## src/rtl/seg7_pkg.sv

```systemverilog
// Shared 7-segment definitions: bit order {g,f,e,d,c,b,a}, the hex glyph table and the blank pattern.
package seg7_pkg;

  typedef struct packed {
    logic g, f, e, d, c, b, a;
  } seg_t;

  localparam logic [6:0] SEG_OFF = 7'h00;

  // Entry n is the glyph for hex digit n.
  localparam logic [15:0][6:0] SEG_HEX = {
    7'h71, 7'h79, 7'h5E, 7'h39, 7'h7C, 7'h77, 7'h6F, 7'h7F,
    7'h07, 7'h7D, 7'h6D, 7'h66, 7'h4F, 7'h5B, 7'h06, 7'h3F
  };

endpackage

```

## src/rtl/seg7_hex_decode.sv

```systemverilog
// Combinational hex nibble to active-high {g,f,e,d,c,b,a} segment pattern.
module seg7_hex_decode
  import seg7_pkg::*;
(
  input  logic [3:0] nib,
  output logic [6:0] seg
);

  seg_t pat;

  assign pat = SEG_HEX[nib];
  assign seg = pat;

endmodule

```

## src/rtl/seg7_scan_mux.sv

```systemverilog
// Scanned NDIG-digit 7-segment driver with frame-aligned double-buffered loads.
// Define SEG7_LZB_EN to blank leading zero digits (digit 0 always shows).
module seg7_scan_mux
  import seg7_pkg::*;
#(
  parameter int NDIG       = 4,
  parameter int PRESC_BITS = 16,
  parameter int ACTIVE_LOW = 0
) (
  input  logic                i_clk,
  input  logic                i_rst_n,
  input  logic                i_load,
  input  logic [4*NDIG-1:0]   i_val,
  input  logic [NDIG-1:0]     i_dp,
  output logic [6:0]          o_seg,
  output logic                o_dp,
  output logic [NDIG-1:0]     o_an,
  output logic                o_pending,
  output logic                o_frame
);

  localparam int              IW      = (NDIG > 1) ? $clog2(NDIG) : 1;
  localparam logic [6:0]      SEG_POL = (ACTIVE_LOW != 0) ? 7'h7F : 7'h00;
  localparam logic [NDIG-1:0] AN_POL  = (ACTIVE_LOW != 0) ? '1 : '0;
  localparam logic            DP_POL  = (ACTIVE_LOW != 0);

  logic [PRESC_BITS-1:0]  presc;
  logic [IW-1:0]          idx;
  logic                   tick, last, boundary;
  logic [NDIG-1:0][3:0]   act_val, pend_val;
  logic [NDIG-1:0]        act_dp, pend_dp;
  logic [NDIG-1:0][6:0]   dig_seg;
  logic [1:0]             frm_pipe;

  assign tick     = &presc;
  assign last     = (idx == IW'(NDIG - 1));
  assign boundary = tick && last;

  always_ff @(posedge i_clk or negedge i_rst_n) begin
    if (!i_rst_n) begin
      presc <= '0;
      idx   <= '0;
    end else begin
      presc <= presc + 1'b1;
      if (tick) idx <= last ? '0 : idx + 1'b1;
    end
  end

  // A load landing on the boundary edge goes straight to the active buffer.
  always_ff @(posedge i_clk or negedge i_rst_n) begin
    if (!i_rst_n) begin
      act_val   <= '0;
      act_dp    <= '0;
      pend_val  <= '0;
      pend_dp   <= '0;
      o_pending <= 1'b0;
    end else if (boundary) begin
      if (i_load) begin
        act_val <= i_val;
        act_dp  <= i_dp;
      end else if (o_pending) begin
        act_val <= pend_val;
        act_dp  <= pend_dp;
      end
      o_pending <= 1'b0;
    end else if (i_load) begin
      pend_val  <= i_val;
      pend_dp   <= i_dp;
      o_pending <= 1'b1;
    end
  end

  for (genvar k = 0; k < NDIG; k++) begin : g_dig
    logic [6:0] pat;

    seg7_hex_decode u_dec (
      .nib (act_val[k]),
      .seg (pat)
    );

`ifdef SEG7_LZB_EN
    logic nz;  // this digit or any more significant one is nonzero
    if (k == NDIG - 1) begin : g_msd
      assign nz = |act_val[k];
    end else begin : g_lsd
      assign nz = (|act_val[k]) | g_dig[k+1].nz;
    end
    assign dig_seg[k] = (k == 0 || nz) ? pat : SEG_OFF;
`else
    assign dig_seg[k] = pat;
`endif
  end

  // Output registers add one cycle, so the frame pulse is delayed twice to line up with digit 0.
  always_ff @(posedge i_clk or negedge i_rst_n) begin
    if (!i_rst_n) begin
      o_seg    <= SEG_OFF ^ SEG_POL;
      o_dp     <= DP_POL;
      o_an     <= AN_POL;
      frm_pipe <= '0;
    end else begin
      o_seg    <= dig_seg[idx] ^ SEG_POL;
      o_dp     <= act_dp[idx] ^ DP_POL;
      o_an     <= (NDIG'(1) << idx) ^ AN_POL;
      frm_pipe <= {frm_pipe[0], boundary};
    end
  end

  assign o_frame = frm_pipe[1];

endmodule

```

## config.mk

```make
export PLATFORM = sky130hd
export DESIGN_NAME = seg7_scan_mux
export DESIGN_NICKNAME = d
export VERILOG_FILES = /design/src/rtl/seg7_pkg.sv /design/src/rtl/seg7_hex_decode.sv /design/src/rtl/seg7_scan_mux.sv
export SDC_FILE = /design/constraint.sdc
export NUM_CORES = 1
export LEC_CHECK = 0
export CAP_MARGIN = 20
export CORE_ASPECT_RATIO = 0.9
export CORE_UTILIZATION = 35
export DETAILED_ROUTE_END_ITERATION = 8
export PLACE_DENSITY_LB_ADDON = 0.05
export SYNTH_ARGS = -nofsm -noshare
export SYNTH_HDL_FRONTEND = slang
export SYNTH_SLANG_ARGS = --single-unit
```

## constraint.sdc

```tcl
create_clock -name i_clk -period 2.3 [get_ports i_clk]
set_input_delay 0.345 -clock i_clk [delete_from_list [all_inputs] [get_ports i_clk]]
set_output_delay 0.345 -clock i_clk [all_outputs]
set_load 0.02 [all_outputs]
```

### After elaboration in Yosys (flattened, before gate mapping)

Memory sizes are Yosys's and may differ from the RTL's.
Index checks and enable logic that the tools add are counted.

* mux-type cells: 15
* bitwise operators: 1
* shifts and indexed selects: 1
* multipliers: 0
* reduce and logical (&&, ||, !) cells: 6
* div/mod/pow operators: 0
* equality and inequality tests: 1
* $lt $le $gt $ge: 5
* add/sub/neg operators: 2

Operators by type and width (count)
* 7-bit 2-to-1 mux: 5
* 16-bit 2-to-1 mux: 2
* 4-bit by 5-bit < comparator with 1-bit output, second input constant: 4
* 16-bit by 1-bit adder with 16-bit output, second input constant: 1
* 16-bit AND reduction: 1
* 7-bit binary-select mux with 2-bit select: 1
* 4-bit 2-to-1 mux: 2
* 2-bit AND reduction: 2
* 2-bit nonzero test: 2
* 1-bit by 2-bit << shifter with 4-bit output, first input constant: 1
* 2-bit by 3-bit < comparator with 1-bit output, second input constant: 1
* 1-bit 2-to-1 mux: 3
* 2-bit by 1-bit adder with 2-bit output, second input constant: 1
* 1-bit binary-select mux with 2-bit select: 1
* 2-bit equality test, second input constant: 1
* 2-bit 2-to-1 mux: 1
* 1-bit logical AND: 1
* 1-bit inverter: 1

* input port bits: 23
* ROM bits: 448
* RAM bits: 0
* word-level logic and storage cells: 52
* memories: 4
* latch bits: 0
* output and inout port bits: 14
* register bits: 73

Memories
* (no name shown): depth 16, width 7, read ports 1, clocked after memory_dff 0, write ports 0, line seg7_hex_decode.sv:11 `assign pat = SEG_HEX[nib];`
* (no name shown): depth 16, width 7, read ports 1, clocked after memory_dff 0, write ports 0, line seg7_hex_decode.sv:11
* (no name shown): depth 16, width 7, read ports 1, clocked after memory_dff 0, write ports 0, line seg7_hex_decode.sv:11
* (no name shown): depth 16, width 7, read ports 1, clocked after memory_dff 0, write ports 0, line seg7_hex_decode.sv:11

### Longest topological paths before layout

Gate-level depths: netlist of the first run.

* word-level depth: 4
* depth in mapped cells: 6
* mapped depth without buffers: 6

### Modules after synthesis

Synthesis of the first run repeated with hierarchy kept, for this count alone.

* cell total of the unflattened synthesis: 387
* area, all modules: 4341.7 µm²

Modules (own cells, without submodules)
* seg7_scan_mux: area each 3188.1 µm², cells an instance 255, times used 1
* seg7_hex_decode (g_dig[0].u_dec ...): area each 287.8 µm², cells an instance 33, times used 3
* seg7_hex_decode (g_dig[1].u_dec): area each 290.3 µm², cells an instance 33, times used 1

### Least setup slack after synthesis of the first run

Ideal clock, no wire load.

* kind: register to register
* start: register presc[0]
* end: register pend_dp[0]
* arrival: 1.550 ns
* period minus slack after synthesis: 1.678 ns
* setup time: 0.127 ns
* setup slack: 0.622 ns
* stages on the path, launching flop included: 7
* data required time: 2.173 ns
* path through: dfrtp_1 > ha_1 > nand4_1 > nor4_4 > nand2b_1 > buf_6 > mux2_1

* cells in the longest elaborated chain, start to end: 4

Ends and longest elaborated chain
* start, declared: line seg7_scan_mux.sv:27 `logic [PRESC_BITS-1:0] presc;`
* start signal, assigned: line seg7_scan_mux.sv:44 `presc <= presc + 1'b1;`
* 16-bit AND reduction: line seg7_scan_mux.sv:35 `assign tick = &presc;`
* 1-bit logical AND: line seg7_scan_mux.sv:37 `assign boundary = tick && last;`
* via boundary: line seg7_scan_mux.sv:29 `logic tick, last, boundary;`
* 1-bit inverter (no source line)
* 2-bit AND reduction (no source line)
* end signal, assigned: line seg7_scan_mux.sv:68 `pend_dp <= i_dp;`
* end, declared: line seg7_scan_mux.sv:31 `logic [NDIG-1:0] act_dp, pend_dp;`

The timed path passes the listed nets, and every way through them passes these cells.
A chain may end at the register's enable or synchronous reset.

### Final worst setup path of the first run

* start: register presc[4]
* end: register pend_val[2] (netlist bit)

* cells in the longest elaborated chain, start to end: 4

Ends and longest elaborated chain
* 16-bit AND reduction: line seg7_scan_mux.sv:35
* 1-bit logical AND: line seg7_scan_mux.sv:37
* via boundary: line seg7_scan_mux.sv:29
* 1-bit inverter (no source line)
* 2-bit AND reduction (no source line)
* end signal, assigned: line seg7_scan_mux.sv:67 `pend_val <= i_val;`
* end, declared: line seg7_scan_mux.sv:30 `logic [NDIG-1:0][3:0] act_val, pend_val;`

The timed path passes the listed nets, and every way through them passes these cells.

==> results.md, run 1 <==
- The run finished with clean final reports.
- In the synthesized netlist, the number of instances is 352.
- The number of buffers created by CTS is 9.
- The share of layout cells above drive strength 1 is roughly 15%.
- For the pin with the worst max-slew slack, the measured transition is 0.488 ns.
- In this run the count of I/O pins placed on the die edge is 37.
- Setup repair after global routing left no endpoint under its margin.
- The area inside the core boundary is 11600 um2.
- The post-synthesis cell area is 4200 um2.
- The areal power density over the cells is 573 nW/um2.
- In this run, the number of DRC markers left after iteration 0 of detailed routing was ~130.
- The deepest clock path buffer count is 2.
- The tool flagged a number of max-cap violations equal to 0.
- The maximum resistive drop on vdd is 0.000427 V.
- Once the floorplan was initialized, standard cells occupied 36.3% of the core.
- The number of remaining DRC errors is 0.
- Post-CTS timing repair inserted 0 buffers for setup.
- On the final layout, the worst hold slack is between 0.3 and 0.4 ns.
- The mean area per synthesized cell is 11.9 um2.
- The residual antenna-violating net count after detailed routing is 0.
- The multi-input gate area in the final layout is 2200 um2.
- Clock latency on the worst-skew pair, taken at its later pin, is 0.33 ns.
- In the post-synthesis netlist, the biggest area contributors are sky130_fd_sc_hd__dfrtp_1, sky130_fd_sc_hd__ha_1, sky130_fd_sc_hd__mux2i_1, sky130_fd_sc_hd__mux2_1, sky130_fd_sc_hd__mux2_2.
- The class of the tightest hold or removal check is register to register.
- After synthesis, flip-flops and latches occupy roughly 44% of the total area.
- Buffers placed on the I/O ports in this run total 36.
- The total negative slack is 0 ns.
- The overall fraction of global-route tracks in use is 14.4%.
- The die area is 12400 um2.
- The count of vias placed by the detailed router is 2682.
- The synthesized design spends more area on one cell type than any other, namely sky130_fd_sc_hd__dfrtp_1.
- The clock root buffer master is sky130_fd_sc_hd__clkbuf_16.
- The post-route cell area is 5050 um2.
- The number of nets in the layout is 445.
- Routability-driven placement finished with a final weighted congestion of between 0.7 and 0.8.
- The site row count is 37.
- The count of filler cells inserted in the layout is 1116.
- In the synthesized netlist the dominant register cell turns out to be sky130_fd_sc_hd__dfrtp_1.
- The global-route wire length before repair is 14000 um.
- The number of buffers and inverters on the critical path is 1.
- The hold violation total from the final report was 0.
- The unique cell type count in the Yosys netlist is between 40 and 50.
- The clock transition at the registers of the reported paths is 0.06 ns.
- The post-place instance area is 4750 um2.
- STA classifies the critical path startpoint as a register.
- The worst path required time is 2.51 ns.
- The critical path's largest stage delay is 0.46 ns.
- The final critical path takes up 84.7% of the cycle.
- The detail-routed net length per standard cell is 15.3 um.
- The number of warnings issued by yosys is 0.
- At the worst endpoint, the arrival time is roughly 2.2 ns.
- The initial antenna violation count is 0.
- The H-tree depth is 3.
- The worst slew margin relative to its limit is roughly 67%.
- In this run the horizontal extent of the chip is 117 um.
- After global routing the overflow that remains totals 0.
- Wires add up to 8400 um.
- TritonCTS built the clock tree.
- The post-cts gate resize count is 0.
- The number of global-route vias before repair came to 2756.
- Entering global routing, the biggest net connects 40 pins.
- The fmax is about 510 MHz.
- The final critical path time including I/O delays and setup is 1.95 ns.
- STA classifies the critical path endpoint as a register.
- The slowest stage of the critical path belongs to the cell sky130_fd_sc_hd__nor4_4.
- The count of pins over their slew limit is 0.
- The proportion of synthesized flip-flops having asynchronous set or reset is 100%.
- The overall die height is 106 um.
- In this run the worst path has a maximum fanout of 20.
- Walking the worst path, the cells encountered are nand4_1, nor4_4, nand2b_1, buf_12, mux2_1.
- For this run, the detailed router's first-pass iteration total came to 4.
- The HPWL after detailed placement is around 5900 um.
- The largest clock skew in the final design is 0.00683 ns.
- Registers take approximately 1800 um2.
- The startpoint-to-endpoint class of the critical path is register to register.
- The mean number of vias per cell is 4.88.
- The synthesized net count is roughly 400.
- The number of clock sinks is 73.
- The number of antenna diodes in the final layout is 0.
- The top cell family by delay on the critical path is simple AND/OR/NAND/NOR gates.
- The flip-flop and latch count after synthesis is 73.
- The synthesized design contains 0 enable-type register cells.
- The count of final setup violators is 0.
- The leakage component of the power is 0.00234 uW.
- The area share of the leading cell type in the synthesized netlist is 43.5%.
- From synthesis to final layout, the design area changed by 20.4%.
-- per-stage QoR --
stage / instances / worst slack (ns) / utilization [%] / total power (uW)
detailed placement: 533 / 0.322 / 41.0 / 1530
global route: 550 / 0.227 / 43.7 / 3010
CTS: 550 / 0.299 / 43.7 / 2940
finish: 550 / 0.351 / 43.7 / 2890
floorplan: 352 / 0.622 / - / 1430
global placement: 533 / 0.341 / 41.0 / 1530
-- layer usage --
layer	track usage (%)	wire length (um)	share of wire, %
met2	22.6	3760	45
met5	0	0	0
met4	4.45	101	1.2
met3	3.49	263	3.1
met1	19.7	4280	51
-- registers in the layout, indices dropped and copies added (netlist names) --
name       flops
idx            2
presc         16
o_an           4
pend_dp        4
o_dp           1
pend_val      16
o_seg          7
act_val       16
o_pending      1
frm_pipe       2
act_dp         4
-- power by group --
part           total (uW)  switching, uW  internal (uW)
logic                 166           72.9           92.8
registers            1340           15.7           1320
clock network        1390            548            843
-- synth_stat cells, types with 2 or more instances --
master	n
sky130_fd_sc_hd__a22oi_1	3
sky130_fd_sc_hd__o22ai_1	2
sky130_fd_sc_hd__nand3_1	5
sky130_fd_sc_hd__nand2_1	16
sky130_fd_sc_hd__mux4_2	6
sky130_fd_sc_hd__nor2_1	14
sky130_fd_sc_hd__a31oi_1	2
sky130_fd_sc_hd__mux2_4	9
sky130_fd_sc_hd__inv_1	19
sky130_fd_sc_hd__a21oi_1	10
sky130_fd_sc_hd__buf_6	3
sky130_fd_sc_hd__nand2b_1	3
sky130_fd_sc_hd__xnor2_1	7
sky130_fd_sc_hd__xor2_1	7
sky130_fd_sc_hd__mux2_2	19
sky130_fd_sc_hd__buf_2	4
sky130_fd_sc_hd__nand4_1	4
sky130_fd_sc_hd__nand3b_1	3
sky130_fd_sc_hd__and3_1	2
sky130_fd_sc_hd__o21ai_0	5
sky130_fd_sc_hd__ha_1	33
sky130_fd_sc_hd__o211ai_1	2
sky130_fd_sc_hd__dfrtp_1	73
sky130_fd_sc_hd__clkbuf_1	10
sky130_fd_sc_hd__mux2i_1	28
sky130_fd_sc_hd__nor3_1	8
sky130_fd_sc_hd__and4_1	2
sky130_fd_sc_hd__a311oi_1	2
sky130_fd_sc_hd__nor2b_1	9
sky130_fd_sc_hd__a211oi_1	4
sky130_fd_sc_hd__mux2_1	20
sky130_fd_sc_hd__a221oi_1	3
-- worst paths after layout --
path                        startpoint           end  slack, ns  cells after the start
min in group asynchronous      i_rst_n   pend_val[1]       0.51                      2
setup / recovery              presc[4]   pend_val[2]       0.35                      5
max in group asynchronous      i_rst_n  pend_val[11]       1.21                      3
hold reg to reg            frm_pipe[0]   frm_pipe[1]       0.36                      0
hold / removal             frm_pipe[0]   frm_pipe[1]       0.36                      0
setup reg to reg              presc[4]   pend_val[2]       0.35                      5
-- kinds of logic (layout without fill, tap and decap cells) --
| logic type | Yosys count | count (layout) | synth area share (%) |
|---|---|---|---|
| buffers and inverters | 37 | 79 | 3.96 |
| xor gates and xnor gates | 14 | 14 | 2.92 |
| AOI/OAI and AO/OA | 42 | 42 | 6.86 |
| DFF | 73 | 73 | 43.5 |
| muxes | 82 | 82 | 23.6 |
| and+or+nand+nor | 71 | 71 | 9.33 |
| adders and majority gates | 33 | 33 | 9.84 |
-- layout make-up --
cell class / instances / area share, %
Sequential cell: 73 / 36.2
Timing Repair Buffer: 44 / 9.06
Clock buffer: 10 / 4.53
Tap cell: 156 / 3.86
Multi-Input combinational cell: 242 / 43.6
Clock inverter: 6 / 1.34
Inverter: 19 / 1.41
-- what timing repair did --
action / in CTS / in global routing
hold endpoints to repair: 20 / 0
setup endpoints to repair: 0 / 0
hold buffers: 1 / 0
-- cells in the final DEF, fill, tap and decap left out, types with 2 or more instances in the layout --
| cell | instances |
|---|---|
| sky130_fd_sc_hd__dfrtp_1 | 73 |
| sky130_fd_sc_hd__clkdlybuf4s50_1 | 35 |
| sky130_fd_sc_hd__ha_1 | 33 |
| sky130_fd_sc_hd__mux2i_1 | 28 |
| sky130_fd_sc_hd__mux2_1 | 20 |
| sky130_fd_sc_hd__inv_1 | 19 |
| sky130_fd_sc_hd__mux2_2 | 19 |
| sky130_fd_sc_hd__nand2_1 | 16 |
| sky130_fd_sc_hd__nor2_1 | 14 |
| sky130_fd_sc_hd__a21oi_1 | 10 |
| sky130_fd_sc_hd__nor2b_1 | 9 |
| sky130_fd_sc_hd__mux2_4 | 9 |
| sky130_fd_sc_hd__clkbuf_16 | 9 |
| sky130_fd_sc_hd__nor3_1 | 8 |
| sky130_fd_sc_hd__xnor2_1 | 7 |
| sky130_fd_sc_hd__xor2_1 | 7 |
| sky130_fd_sc_hd__mux4_2 | 6 |
| sky130_fd_sc_hd__o21ai_0 | 5 |
| sky130_fd_sc_hd__nand3_1 | 5 |
| sky130_fd_sc_hd__buf_4 | 5 |
| sky130_fd_sc_hd__a211oi_1 | 4 |
| sky130_fd_sc_hd__nand4_1 | 4 |
| sky130_fd_sc_hd__a221oi_1 | 3 |
| sky130_fd_sc_hd__nand3b_1 | 3 |
| sky130_fd_sc_hd__a22oi_1 | 3 |
| sky130_fd_sc_hd__nand2b_1 | 3 |
| sky130_fd_sc_hd__buf_12 | 3 |
| sky130_fd_sc_hd__a31oi_1 | 2 |
| sky130_fd_sc_hd__a311oi_1 | 2 |
| sky130_fd_sc_hd__o211ai_1 | 2 |
| sky130_fd_sc_hd__o22ai_1 | 2 |
| sky130_fd_sc_hd__and3_1 | 2 |
| sky130_fd_sc_hd__and4_1 | 2 |
| sky130_fd_sc_hd__clkinvlp_4 | 2 |
No activity file was read; power rests on OpenSTA's default activity.
==> inputs of run 2 (changes only) <==
- clock period: 2.3 -> 1.6 ns (I/O delays scaled with it)
==> run 2 against run 1 <==
The flow now finishes with violations (negative setup slack). Final cell count is 13% higher. Fmax is 14% higher. Setup slack worse by 0.47 ns. Critical path depth is 1 higher. Clock skew is 0.00056 ns higher. Worst hold slack better by 0.00065 ns. Register-to-register slack worse by 0.47 ns. Non-clock buffer count is 73 higher. Sequential power is 43% higher. Power is 47% higher. Wire length is 11% higher. Via count is 11% higher. Critical path type unchanged. Critical endpoint is now pend_val[3]. Largest cell class unchanged. Largest power group unchanged.
==> results.md, run 2 (synthesis results as in run 1) <==
- The run finished, with violations left.
- The checks that failed: negative setup slack.
- The detail-routed net length per standard cell is around 15 um.
- The class of the tightest hold or removal check is register to register.
- The finished cells cover 5920 um2.
- The CTS tree is done.
- In the final layout, the registers with the most flip-flops are act_val: 16 flops, pend_val: 16 flops, presc: 16 flops.
- The final RePlAce weighted congestion is 0.759.
- The mean number of vias per cell is 4.78.
- For the worst-skew pair, the clock arrives at the later sink with an insertion delay of roughly 0.34 ns.
- The global-route wire length before repair is between 15000 and 20000 um.
- The largest fanout on the critical path is 10.
- Together, buffers and inverters on the worst path number 1.
- The minimum setup slack in the final design is -0.117 ns.
- Counting I/O delays and the setup requirement, the final critical path takes about 1.7 ns.
- The H-tree depth is 3.
- At the pin with the least slew margin, the transition time is around 0.42 ns.
- The count of input and output buffers is 36.
- The HPWL after detailed placement is 6600 um.
- The areal power density over the cells is 718 nW/um2.
- After clock tree synthesis, the clock-pin slew on the worst setup and hold paths is 0.06 ns.
- Setup violations remaining at the end of the flow were counted as 43.
- The number of clock sinks is 73.
- The DRC violation total after the first TritonRoute iteration is ~120.
- The count of pins over their slew limit is 0.
- Walking the worst path, the cells encountered are ha_2, nand4_1, nor4_4, nand2b_4, buf_12, mux2_1.
- For the worst setup path, the data required time is 1.82 ns.
- The setup path with the least slack is of type register to register.
- The pin count of the biggest net entering global routing is 74.
- The met1 track utilization from global routing is a little over a fifth.
- Counting the buffers created by CTS gives 9.
- For this run the aggregate overflow at the end of global routing stands at 0.
- The total routed wirelength is 9320 um.
- The worst path uses 107% of the clock period.
- The critical path endpoint category is a register.
- Measured against its own limit, the worst slew margin works out to between 70 and 80%.
- VDD sags by at most approximately 0.00063 V.
- The leading cell type in the layout, fill and taps excluded is sky130_fd_sc_hd__dfrtp_1.
- The top cell family by delay on the critical path is simple AND/OR/NAND/NOR gates.
- The count of filler cells inserted in the layout is 1065.
- The worst setup path is launched from a register.
- The tool flagged a number of max-cap violations equal to 0.
- The clock root buffer master is sky130_fd_sc_hd__clkbuf_16.
- Across every metal layer, demand over resource in global routing totals about 16%.
- For this run, design rule violations remaining after detail routing come to 0.
- The layout-stage area growth over the synthesis result is 41.1%.
- The share of layout cells above drive strength 1 is 40.3%.
- The met2 usage is 25.0%.
- The top cell types in the final layout, fill and taps aside, are sky130_fd_sc_hd__dfrtp_1, sky130_fd_sc_hd__buf_4, sky130_fd_sc_hd__clkdlybuf4s50_1.
- The site row count is 37.
- In this run the remaining antenna-violating nets after routing total 0.
- On the critical path, the stage with the largest delay is an instance of sky130_fd_sc_hd__dfrtp_1.
- The length of the first detailed-routing pass in iterations is 4.
- Leaving out filler cells and counting taps, the final layout contains 623.
- The overall die height is 106 um.
- The top-level I/O count is 37.
- 0 antenna diodes ended up in the layout.
- The clock passes through at most 2 buffers.
- The initial antenna violation count is 0.
- The fmax is 583 MHz.
- The critical path's largest stage delay is 0.35 ns.
- The critical path data arrival time is ~1.9 ns.
- The leakage component of the power is 0.00279 uW.
- The number of global-route vias before repair is between 3000 and 4000.
- The most crowded layer after global routing is met2.
- The die covers 12400 um2.
- The post-place instance area is 5290 um2.
- The initial utilization of the core area, before any placement, comes to 36.3%.
- The total negative slack is -3.76 ns.
- The area inside the core boundary is around 12000 um2.
- The hold violation total from the final report is 0.
- Setup repair after global routing could not meet its margin everywhere.
- The post-placement cell count is 601.
- In the global route stage, met3 resource usage came out at 3.86%.
- At the end of the flow, the number of nets in the layout was roughly 520.
- The die is between 100 and 150 um wide.
- Across the routed clock network, the largest skew measured is 0.00739 ns.
- The count of vias placed by the detailed router is 2981.
run 2: changes by cell type in the layout (fill, tap and decap cells not counted), moves of 7 or more:
cell                     before  now
sky130_fd_sc_hd__buf_4        5   68
sky130_fd_sc_hd__ha_1        33   21
sky130_fd_sc_hd__buf_6        0    8
sky130_fd_sc_hd__mux2_1      20   12
sky130_fd_sc_hd__mux2_4       9   17
sky130_fd_sc_hd__ha_2         0    7
sky130_fd_sc_hd__inv_1       19   12
sky130_fd_sc_hd__inv_2        0    7
run 2: per-layer routing:
layer / part of all wire, % / vias to the layer above / routed length, um
met5: 0 / - / 0
met4: 1.3 / 0 / 119
met3: 3.6 / 8 / 335
met2: 45 / 48 / 4230
met1: 50 / 1449 / 4640
li1: - / 1476 / -
run 2: final cells by class:
type / count / area [um2] / area share [%]
Multi-Input combinational cell: 242 / 2460 / 41.5
Sequential cell: 73 / 1830 / 30.9
Timing Repair Buffer: 117 / 1060 / 18.0
Clock buffer: 9 / 225 / 3.80
Tap cell: 156 / 195 / 3.30
Clock inverter: 7 / 77.6 / 1.31
Inverter: 19 / 71.3 / 1.20
run 2: through the flow:
stage	setup WS, ns	utilization (%)	hold slack, ns	total power [uW]
2_1_floorplan	-0.0640	-	-0.0556	2060
3_3_place_gp	-0.257	45.7	0.290	2200
3_5_place_dp	-0.229	45.7	0.290	2210
4_1_cts	-0.154	49.1	0.361	4300
5_1_grt	-0.243	51.2	0.371	4420
6_report	-0.117	51.2	0.361	4250
run 2: what timing repair did:
item                                    CTS  global route
endpoints found under the setup margin   47            51
setup buffers                             2             4
hold buffers                              1             0
endpoints found under the hold margin    73             0
pin swaps                                 4             8
resized for setup                        19            54
run 2: worst paths after layout:
path / to / cells past startpoint / startpoint / slack [ns]
min in group asynchronous: act_val[8] / 3 / i_rst_n / 0.44
worst max-delay path: pend_val[3] / 6 / presc[1] / -0.12
worst max register to register: pend_val[3] / 6 / presc[1] / -0.12
worst min register to register: frm_pipe[1] / 0 / frm_pipe[0] / 0.36
worst min-delay path: frm_pipe[1] / 0 / frm_pipe[0] / 0.36
max in group asynchronous: act_val[15] / 3 / i_rst_n / 0.80
run 2: power by group:
part | internal (uW) | total [uW] | switching (uW)
clock | 1220 | 2060 | 841
combinational | 159 | 270 | 111
sequential | 1900 | 1920 | 24.0
